`src/rtl/cpu_pkg.sv`:
```
// cpu_pkg: shared constants, FSM state and next-PC select encodings
package cpu_pkg;
   localparam int WIDTH = 16;
   localparam int PC_INC = 2;
   localparam logic [15:0] CNT_MAX = 16'hFFFF;
   typedef enum logic [1:0] {HOLD = 2'd0, RUN = 2'd1, REDIRECT = 2'd2} state_t;
   typedef enum logic [1:0] {SEQ, HOLD_PC, BR, JMP} sel_t;
endpackage

```
`src/rtl/sat_counter16.sv`:
```
// sat_counter16: 16-bit event counter that sticks at all-ones
module sat_counter16
   import cpu_pkg::*;
(
   input  logic        clk,
   input  logic        rst,
   input  logic        en,
   output logic [15:0] count
);
   // count enabled events, never wrapping past the maximum
   always_ff @(posedge clk or posedge rst)
      if (rst) count <= '0;
      else if (en && count != CNT_MAX) count <= count + 16'd1;
endmodule

```
`src/rtl/branch_pc_unit.sv`:
```
// branch_pc_unit: next-PC selection, redirect flush and branch statistics
module branch_pc_unit #(
   parameter int                      WIDTH        = cpu_pkg::WIDTH,
   parameter logic [WIDTH-1:0]        RESET_VECTOR = '0,
   parameter int                      PC_INC       = cpu_pkg::PC_INC
) (
   input  logic             CLK,
   input  logic             Reset,
   input  logic             Stall,
   input  logic             ResolveValid,
   input  logic             IsBranch,
   input  logic             IsJump,
   input  logic             BranchDecide,
   input  logic [WIDTH-1:0] ResolvePC,
   input  logic [7:0]       BranchImm,
   input  logic [WIDTH-1:0] JumpTarget,
   output logic [WIDTH-1:0] PC,
   output logic             FetchValid,
   output logic             FlushIF,
   output logic [15:0]      BranchCount,
   output logic [15:0]      TakenCount
);
   import cpu_pkg::*;
   state_t           state;
   sel_t             sel;
   logic [WIDTH-1:0] br_target;
   logic             active, resolved, taken, jump, redirect;
   assign active   = state != HOLD;
   assign resolved = active & ResolveValid & IsBranch;
   assign taken    = resolved & BranchDecide;
   assign jump     = active & ResolveValid & IsJump;
   assign redirect = taken | jump;
   // jump outranks a taken branch, and any redirect outranks a stall
   always_comb sel = jump ? JMP : taken ? BR : Stall ? HOLD_PC : SEQ;
   // branch target: instruction after the branch plus the word offset in bytes
   always_comb br_target = ResolvePC + WIDTH'(PC_INC) + {{(WIDTH-9){BranchImm[7]}}, BranchImm, 1'b0};
   // state, PC and the registered fetch/flush outputs
   always_ff @(posedge CLK or posedge Reset)
      if (Reset) begin
         state      <= HOLD;
         PC         <= RESET_VECTOR;
         FetchValid <= 1'b0;
         FlushIF    <= 1'b0;
      end else if (state == HOLD) begin
         state      <= RUN;
         FetchValid <= 1'b1;
      end else begin
         state   <= redirect ? REDIRECT : RUN;
         FlushIF <= redirect;
         PC      <= sel == JMP ? JumpTarget : sel == BR ? br_target : sel == HOLD_PC ? PC : PC + WIDTH'(PC_INC);
      end
   sat_counter16 u_branch_cnt (.clk(CLK), .rst(Reset), .en(resolved), .count(BranchCount));
   sat_counter16 u_taken_cnt  (.clk(CLK), .rst(Reset), .en(taken),    .count(TakenCount));
endmodule

```
`config.mk`:
```
export PLATFORM = sky130hd
export DESIGN_NAME = branch_pc_unit
export DESIGN_NICKNAME = d
export VERILOG_FILES = /design/src/rtl/cpu_pkg.sv /design/src/rtl/sat_counter16.sv /design/src/rtl/branch_pc_unit.sv
export SDC_FILE = /design/constraint.sdc
export NUM_CORES = 1
export LEC_CHECK = 0
export CAP_MARGIN = 40
export CORE_MARGIN = 10
export CORE_UTILIZATION = 40
export DETAILED_ROUTE_END_ITERATION = 10
export HOLD_SLACK_MARGIN = 0.06
export PLACE_DENSITY = 0.71
export SLEW_MARGIN = 20
export SYNTH_ARGS = -nofsm -noshare
export SYNTH_HDL_FRONTEND = slang
export SYNTH_HIERARCHICAL = 1
export SYNTH_SLANG_ARGS = --single-unit
```
`constraint.sdc`:
```
create_clock -name CLK -period 2.1 [get_ports CLK]
set_input_delay 0.315 -clock CLK [delete_from_list [all_inputs] [get_ports CLK]]
set_output_delay 0.315 -clock CLK [all_outputs]
set_load 0.02 [all_outputs]
```
==> flow_summary.toml, run 1 <==
[run_status]
status = "complete, no violations"

[die]
die_area_sq_um = 13300
start_util_pct = 41.4
rows = 34
core-area_sq_um = 8810
dieWidth_um = 116
die_h_um = 116
io_pins = 97

[routing]
detail-route-antenna-nets = 0
drt-initial-drc-count = 186
vias_per_cell = 5.56
firstDrtPassIters = 5
drc = 0
routedWlPerCell_um = 17.2
wirelength_mm = 11.0
vias = 3566

[finish]
fin_nets = 610
n_antenna_cell = 0
drive_above_1_share_pct = 23.1
fillCellCount = 736
design_area_sq_um = 5490
syn2layout_area_growth_pct = 50.4

[run]
maxCapViolations = 0

[place]
dp.final_hpwl_mm = 8.49
gp_congestion = 0.863
place_area_sq_um = 5120
port_buffers = 96

[logic_synthesis]
synth_ff_type = "dfrtp_1"
yosysWarnings = 6
syn_avg_cell_area_sq_um = 9.50
synthesis.area_sq_um = 3650
synth_seq_cells = 52
async_reset_ff_share_pct = 100
yosysMostFrequentCell = "dfrtp_1"
yosys-top-cells-area = "dfrtp_1, ha_1, xnor2_1"
synthCells = 384
yosysTopAreaCellShare_pct = 35.7
mappedNetlistNets = 462
synth_top_area_cell = "dfrtp_1"
synth_commonest_cells = "dfrtp_1, nand2_1, ha_1"
ys_seq_area_share_pct = 35.7
ys_types = 61
synth-edff-count = 0

[grt]
antenna_found_initial = 0
grt_max_degree = 21
grt_pass1_wl_mm = 17.5
track_usage_pct = 15.7
grt_pass1_vias = 3609
grt_overflow_total = 0

[sta]
fin_crit_ns = 2.06
hold_violations = 0
post-route-period-util_pct = 98.0
finalClockSkew_ns = 0.0125
setup_viol = 0
holdWs_ns = 0.411
clock.fmax_mhz = 486
rsz0062_at_grt = "yes"
maxSlewViolCount = 0
maxSlewHeadroom_pct = 58.1
worstMarginPinSlew_ns = 0.627

[clock_tree]
htree_num_levels = 2
path_clk_slew_ns = 0.10
clk_latency_ns = 0.30
clock-sinks = 52
clk_path_buf_depth = 2
cts.root.buffer_cell = "clkbuf_8"
cts_tree = "done"
cts_inserted_buffers = 5

[pwr]
power.leakage_nw = 2.36
power_density_nw_per_um2 = 723
total_power_mw = 3.97
peakVddDrop_v = 0.000464

[critical_path]
worstPathRequired_ns = 2.29
cp.arrival_ns = 2.24
worst_setup_path_end_kind = "flip-flop"
worst_path_max_delay_cell = "fa_2"
cp_cell_sequence = "buf_6, ha_4, ha_4, fa_2, a211oi_4, nor3_4, o41ai_2, buf_4, a21oi_2, xnor2_1, o21ai_1"
critPathKind = "input port to flip-flop"
slowest_delay_ns = 0.37
cp-start-kind = "input port"
cpMostUsedCell = "ha_4"
critPathMaxFanout = 3

[hold_path]
hold_class = "input port to asynchronous set/reset pin"
## state kept, by name, summed over array words and instances, names as in the netlist
name / cells
u_branch_cnt/count: 16
u_taken_cnt/count: 16
state: 2
FetchValid: 1
FlushIF: 1
PC: 16
## layout by cell type (no fill, tap or decap), types with 6 or more instances in the layout
cell,instances
clkdlybuf4s50_1,80
dfrtp_1,52
buf_4,50
nand2_1,32
xnor2_1,28
nor2_1,27
nand3_1,22
a21oi_1,21
ha_4,16
nand4_1,14
ha_1,14
o21ai_0,13
and3_1,13
inv_1,7
a31oi_1,6
clkbuf_8,6
and4_1,6
## layer usage
layer  global-route usage [%]  up-vias  wire length [um]  part of all wire [%]
met5                        0        -                 0                     0
met4                     3.38        0               104                  0.94
met3                     3.82        8               751                   6.8
met2                     26.7      114              5380                    49
met1                     19.7     1704              4810                    44
li1                         -     1740                 -                     -
## worst paths after layout
| kind | end | slack [ns] | cells past startpoint | startpoint |
|---|---|---|---|---|
| max | PC[12] | 0.04 | 11 | BranchImm[1] |
| min | PC[5] | 0.41 | 3 | Reset |
| max reg2reg | PC[15] | 0.16 | 7 | PC[2] |
| min reg2reg | u_taken_cnt/count[15] | 0.51 | 1 | u_taken_cnt/count[15] |
| max in group asynchronous | u_taken_cnt/count[2] | 1.23 | 2 | Reset |
| min in group CLK | u_taken_cnt/count[15] | 0.51 | 1 | u_taken_cnt/count[15] |
## power by group
part | switching, mW | internal, mW | total, mW
Clock | 0.325 | 0.264 | 0.589
Combinational | 0.926 | 0.936 | 1.86
Sequential | 0.316 | 1.20 | 1.52
## cells by family after synthesis
group | after synthesis | synth area share (%)
muxes | 10 | 2.91
xor gates and xnor gates | 32 | 7.68
buffers and inverters | 18 | 2.06
DFF | 52 | 35.7
adders and majority gates | 31 | 10.8
AOI/OAI and AO/OA | 88 | 16.7
and+or+nand+nor | 153 | 24.1
## critical path: cells and delay by family
kind	cells	cell delay (ns)
AOI/OAI and AO/OA	4	0.64
buffers and inverters	2	0.29
and+or+nand+nor	1	0.08
adders and majority gates	3	0.77
xor gates and xnor gates	1	0.15
## through the flow
step,cells,util (%),setup TNS (ns),setup WS [ns]
floorplan,384,-,-0.254,-0.138
global placement,628,58.2,-6.44,-0.791
detailed placement,628,58.2,-7.08,-0.873
CTS,638,60.7,0,0.0153
global route,641,62.3,-0.0747,-0.0454
finish,641,62.3,0,0.0410
## cell type report
class	instances	area (sq um)	area share [%]
clock buffer	6	82.6	1.50
clock inverter	2	10.0	0.182
inverter	12	47.5	0.866
multi-input combinational	314	2570	46.9
sequential	52	1300	23.7
tap	108	135	2.46
timing repair buffer	147	1340	24.4
## timing repair
action | in CTS | in global routing
pin swaps | 23 | 23
gates resized for setup | 43 | 28
setup buffers | 2 | 3
hold buffers | 0 | 0
endpoints found under the setup margin | 10 | 7
endpoints found under the hold margin | 0 | 0
(Power assumes the default switching activity.)
==> run 2, diff against run 1 <==
==> constraint.sdc (replaced) <==
create_clock -name CLK -period 2.1 [get_ports CLK]
set_input_delay 0.42 -clock CLK [delete_from_list [all_inputs] [get_ports CLK]]
set_output_delay 0.42 -clock CLK [all_outputs]
set_load 0.02 [all_outputs]
==> run 2 against run 1 <==
Net effect: power up 0.37%; register-to-register slack better by 0.05 ns; critical path depth unchanged; clock power down 7.8%; non-clock buffer count up 15; sequential share of layout area down 0.73 points; fmax down 3.3%; core utilization up 2.0 points; combinational power up 4%; first-iteration DRC count down 1.6%; wire length up 3.4%; critical path type unchanged; the flow now finishes with violations (negative setup slack); via count up 2.1%.
==> flow_summary.toml, run 2 (synthesis results as in run 1) <==
[pwr]
power.leakage_nw = 2.44
clkPwrFrac_pct = 13.6
swShare_pct = 39.6
peakVddDrop_v = 0.000355
p_int_mw = 2.41
power_density_nw_per_um2 = 703
seqPwrFrac_pct = 37.9
switchingPower_mw = 1.58
p_comb_share_pct = 48.4

[clock_tree]
cts.root.buffer_cell = "clkbuf_8"
path_clk_slew_ns = 0.10
clock-sinks = 52
cts_tree = "done"
clk_path_buf_depth = 2
clk_latency_ns = 0.30
cts_inserted_buffers = 5
cts_hold_buf = 0
htree_num_levels = 2

[die]
rows = 34
start_util_pct = 41.4
dieWidth_um = 116
io_pins = 97
die_h_um = 116
die_area_sq_um = 13300
core-area_sq_um = 8810

[finish]
final_common_cell = "clkdlybuf4s50_1"
fin_nets = 625
design_area_sq_um = 5660
seq_area_sq_um = 1300
syn2layout_area_growth_pct = 55.2
n_antenna_cell = 0
multiInputGateArea_sq_um = 2650
layout_common_cells = "clkdlybuf4s50_1, buf_4, dfrtp_1, nand2_1, xnor2_1"
drive_above_1_share_pct = 26.7
largestRegisters = "PC: 16 flops, u_branch_cnt/count: 16 flops, u_taken_cnt/count: 16 flops"
fillCellCount = 718

[place]
port_buffers = 96
gp_congestion = 0.885
post-place-ws_ns = -0.937
place_area_sq_um = 5210
dp.final_hpwl_mm = 8.73

[critical_path]
critPathMaxFanout = 3
worstPathRequired_ns = 2.29
cp-start-kind = "input port"
rr_startpoint = "PC[2]"
cp-startpoint = "BranchImm[1]"
worst_setup_path_end_kind = "flip-flop"
cp.arrival_ns = 2.32
crit_path_end = "PC[12]"
reg2reg_slack_ns = 0.21
r2r-end = "PC[13]"
reg2reg_depth = 6
critPathKind = "input port to flip-flop"

[sta]
worstMarginPinSlew_ns = 0.625
maxSlewHeadroom_pct = 58.3
clock.fmax_mhz = 470
rsz0062_at_grt = "yes"
setup_slack_ns = -0.0294
finalClockSkew_ns = 0.0109
maxSlewViolCount = 0
fin_crit_ns = 2.13
hold_violations = 0
fin_setup_tns_ns = -0.0754
post-route-period-util_pct = 101
setup_viol = 3

[run_status]
violations = "negative setup slack"
status = "finished, violations left"

[grt]
grt_max_degree = 21
antenna_found_initial = 0
grt_pass1_vias = 3677
top_usage_layer = "met2"
grtUsageMet3_pct = 4.55
use_met2_pct = 28.3
grt_pass1_wl_mm = 18.2
grt_overflow_total = 0
met1_usage_pct = 19.8
track_usage_pct = 16.3

[run]
maxCapViolations = 0

[routing]
drt-initial-drc-count = 183
firstDrtPassIters = 5
vias = 3641
wirelength_mm = 11.4
routedWlPerCell_um = 17.4
vias_per_cell = 5.56
detail-route-antenna-nets = 0
drc = 0

[hold_path]
hold_class = "flip-flop to flip-flop"
## run 2: cell count changes in the layout (fill, tap and decap cells not counted), sizes merged
cell and delta:
buf +17, clkdlybuf4s50 -5, dlygate4sd2 -2, clkinv -1
clkbuf -1, clkdlybuf4s15 +4, dlymetal6s2s +2
## run 2: worst min path at each step
stage | end | depth (start not counted) | slack (ns) | from
global placement | FetchValid | 1 | 0.48 | FetchValid
floorplan | u_branch_cnt/count[0] | 1 | 0.33 | Reset
CTS | FlushIF | 2 | 0.52 | FlushIF
global route | FetchValid | 1 | 0.54 | FetchValid
detailed placement | FlushIF | 2 | 0.50 | FlushIF
finish | FlushIF | 2 | 0.51 | FlushIF
## run 2: worst max-delay path, cell delays in order
cell and delay, ns:
buf_6 0.10, ha_4 0.24, ha_4 0.16, fa_2 0.37
a211oi_4 0.30, nor3_4 0.08, o41ai_2 0.20, buf_4 0.19
a21oi_2 0.06, xnor2_1 0.13, o21ai_1 0.07
## run 2: stage by stage
step                std cells  power, mW  hold slack, ns  util [%]
floorplan                 384       2.39           0.334         -
global placement          638       3.25           0.480      59.2
detailed placement        638       3.29           0.499      59.2
CTS                       648       3.93           0.519      62.5
global route              655       4.23           0.539      64.3
finish                    655       3.98           0.514      64.3
## run 2: power groups by stage
stage / Clock, mW / Combinational (mW) / Sequential, mW
3_5_place_dp: 0 / 1.77 / 1.52
2_1_floorplan: 0 / 0.686 / 1.71
3_3_place_gp: 0 / 1.74 / 1.51
6_report: 0.543 / 1.93 / 1.51
4_1_cts: 0.557 / 1.87 / 1.51
5_1_grt: 0.598 / 2.08 / 1.55
## run 2: timing repair
action	4_1_cts	5_1_grt
resized for setup	63	28
setup endpoints to repair	11	12
gates cloned	0	0
setup buffers	3	7
pin swaps	40	17
## run 2: per-layer routing
| metal | vias up | wire length, um |
|---|---|---|
| li1 | 1770 | - |
| met5 | - | 0 |
| met3 | 6 | 828 |
| met2 | 108 | 5780 |
| met1 | 1757 | 4720 |
| met4 | 0 | 96 |
## run 2: cell type report
class                           instances  area share [%]
Clock buffer                            6            1.28
Inverter                               12           0.839
Timing Repair Buffer                  162            25.7
Multi-Input combinational cell        314            46.8
Clock inverter                          1          0.0884
Tap cell                              108            2.39
Sequential cell                        52            23.0
==> run 3, diff against run 2 <==
PLACE_DENSITY = not set   (was 0.71)
PLACE_DENSITY_LB_ADDON = 0.12   (was not set)
==> run 3 against run 2 <==
Net effect: the flow still finishes with violations (negative setup slack); global-route usage shrank 0.12 points; die area stayed put; wire length decreased by 4.4%; clock power grew 6.3%; critical path type unchanged; critical endpoint is now PC[14].
==> flow_summary.toml, run 3 (synthesis results as in run 1) <==
[die]
dieWidth_um = 116
die_area_sq_um = 13300
rows = 34
core-area_sq_um = 8810
start_util_pct = 41.4
io_pins = 97
die_h_um = 116

[clock_tree]
cts_hold_buf = 0
path_clk_slew_ns = 0.09
cts.root.buffer_cell = "clkbuf_8"
cts_tree = "done"
clk_path_buf_depth = 2
htree_num_levels = 2
clk_latency_ns = 0.31
cts_inserted_buffers = 5
clock-sinks = 52

[place]
place_area_sq_um = 5220
port_buffers = 96
gp_congestion = 0.795
post-place-ws_ns = -0.895
dp.final_hpwl_mm = 8.34

[sta]
setup_slack_ns = -0.112
setup_viol = 2
fin_crit_ns = 2.21
maxSlewViolCount = 0
hold_violations = 0
maxSlewHeadroom_pct = 58.0
rsz0062_at_grt = "yes"
worstMarginPinSlew_ns = 0.630
post-route-period-util_pct = 105
holdWs_ns = 0.494
clock.fmax_mhz = 452
finalClockSkew_ns = 0.00876

[routing]
vias = 3604
vias_per_cell = 5.49
routedWlPerCell_um = 16.6
firstDrtPassIters = 5
drt-initial-drc-count = 261
drc = 0
wirelength_mm = 10.9
detail-route-antenna-nets = 0

[grt]
grt_max_degree = 21
antenna_found_initial = 0
grt_pass1_vias = 3694
track_usage_pct = 16.2
grt_overflow_total = 0
grt_pass1_wl_mm = 17.9

[critical_path]
cp_cell_sequence = "buf_6, ha_4, ha_4, fa_2, a211oi_4, buf_4, nor3_4, o41ai_4, a211oi_2, nand4b_1, o211ai_1"
cp_num_buf_inv = 2
worst_setup_path_end_kind = "flip-flop"
worstPathRequired_ns = 2.28
slowest_delay_ns = 0.36
path_delay_family = "compound AO/OA/AOI/OAI gates"
cpMostUsedCell = "ha_4"
critPathKind = "input port to flip-flop"
worst_path_max_delay_cell = "fa_2"
cp.arrival_ns = 2.40
cp-start-kind = "input port"
critPathMaxFanout = 3

[pwr]
power.leakage_nw = 2.43
power_density_nw_per_um2 = 701
peakVddDrop_v = 0.000295

[finish]
largestRegisters = "PC: 16 flops, u_branch_cnt/count: 16 flops, u_taken_cnt/count: 16 flops"
fin_nets = 626
syn2layout_area_growth_pct = 56.9
layout_common_cells = "clkdlybuf4s50_1, buf_4, dfrtp_1, nand2_1, xnor2_1"
final_common_cell = "clkdlybuf4s50_1"
fin_util_pct = 65.0
n_antenna_cell = 0
drive_above_1_share_pct = 28.4
design_area_sq_um = 5730

[run]
maxCapViolations = 0

[hold_path]
hold_class = "flip-flop to flip-flop"

[run_status]
violations = "negative setup slack"
status = "finished, violations left"
## run 3: what timing repair did
action,CTS,global route
pin swaps,42,22
gates resized for setup,69,32
setup buffers,6,4
endpoints found under the setup margin,10,10
## run 3: final timing paths
path | to | slack [ns] | start | cells after the start
max | PC[14] | -0.11 | BranchImm[1] | 11
min | FetchValid | 0.49 | FetchValid | 1
max reg2reg | PC[13] | 0.09 | PC[2] | 7
min reg2reg | FetchValid | 0.49 | FetchValid | 1
max in group asynchronous | u_branch_cnt/count[3] | 1.15 | Reset | 2
min in group asynchronous | FlushIF | 0.50 | Reset | 3
## run 3: where the power goes
| group | leakage [nW] | total [mW] | internal (mW) | switching, mW |
|---|---|---|---|---|
| registers | 0.668 | 1.49 | 1.20 | 0.291 |
| logic | 1.72 | 1.94 | 0.993 | 0.949 |
| clock network | 0.0414 | 0.577 | 0.238 | 0.339 |
## run 3: cell type report
type,count,area [sq um]
sequential,52,1300
clock buffer,6,72.6
clock inverter,2,16.3
inverter,12,47.5
fill,744,3080
timing repair buffer,163,1440
tap,108,135
multi-input combinational,314,2710
## run 3: layer usage
layer	GRT usage, %	vias up	share of wire, %
met5	0	-	0
met4	4.73	0	1.5
met3	4.13	13	6.5
met2	29.2	99	51
met1	18.5	1718	41
li1	-	1774	-
## run 3: per-stage QoR
stage / TNS (ns) / power (mW) / std cells
after global routing: -0.422 / 4.28 / 657
final: -0.210 / 4.01 / 657
after global placement: -7.76 / 3.24 / 640
after CTS: -0.0357 / 3.99 / 653
after floorplan: -0.725 / 2.39 / 384
after detailed placement: -8.11 / 3.28 / 640
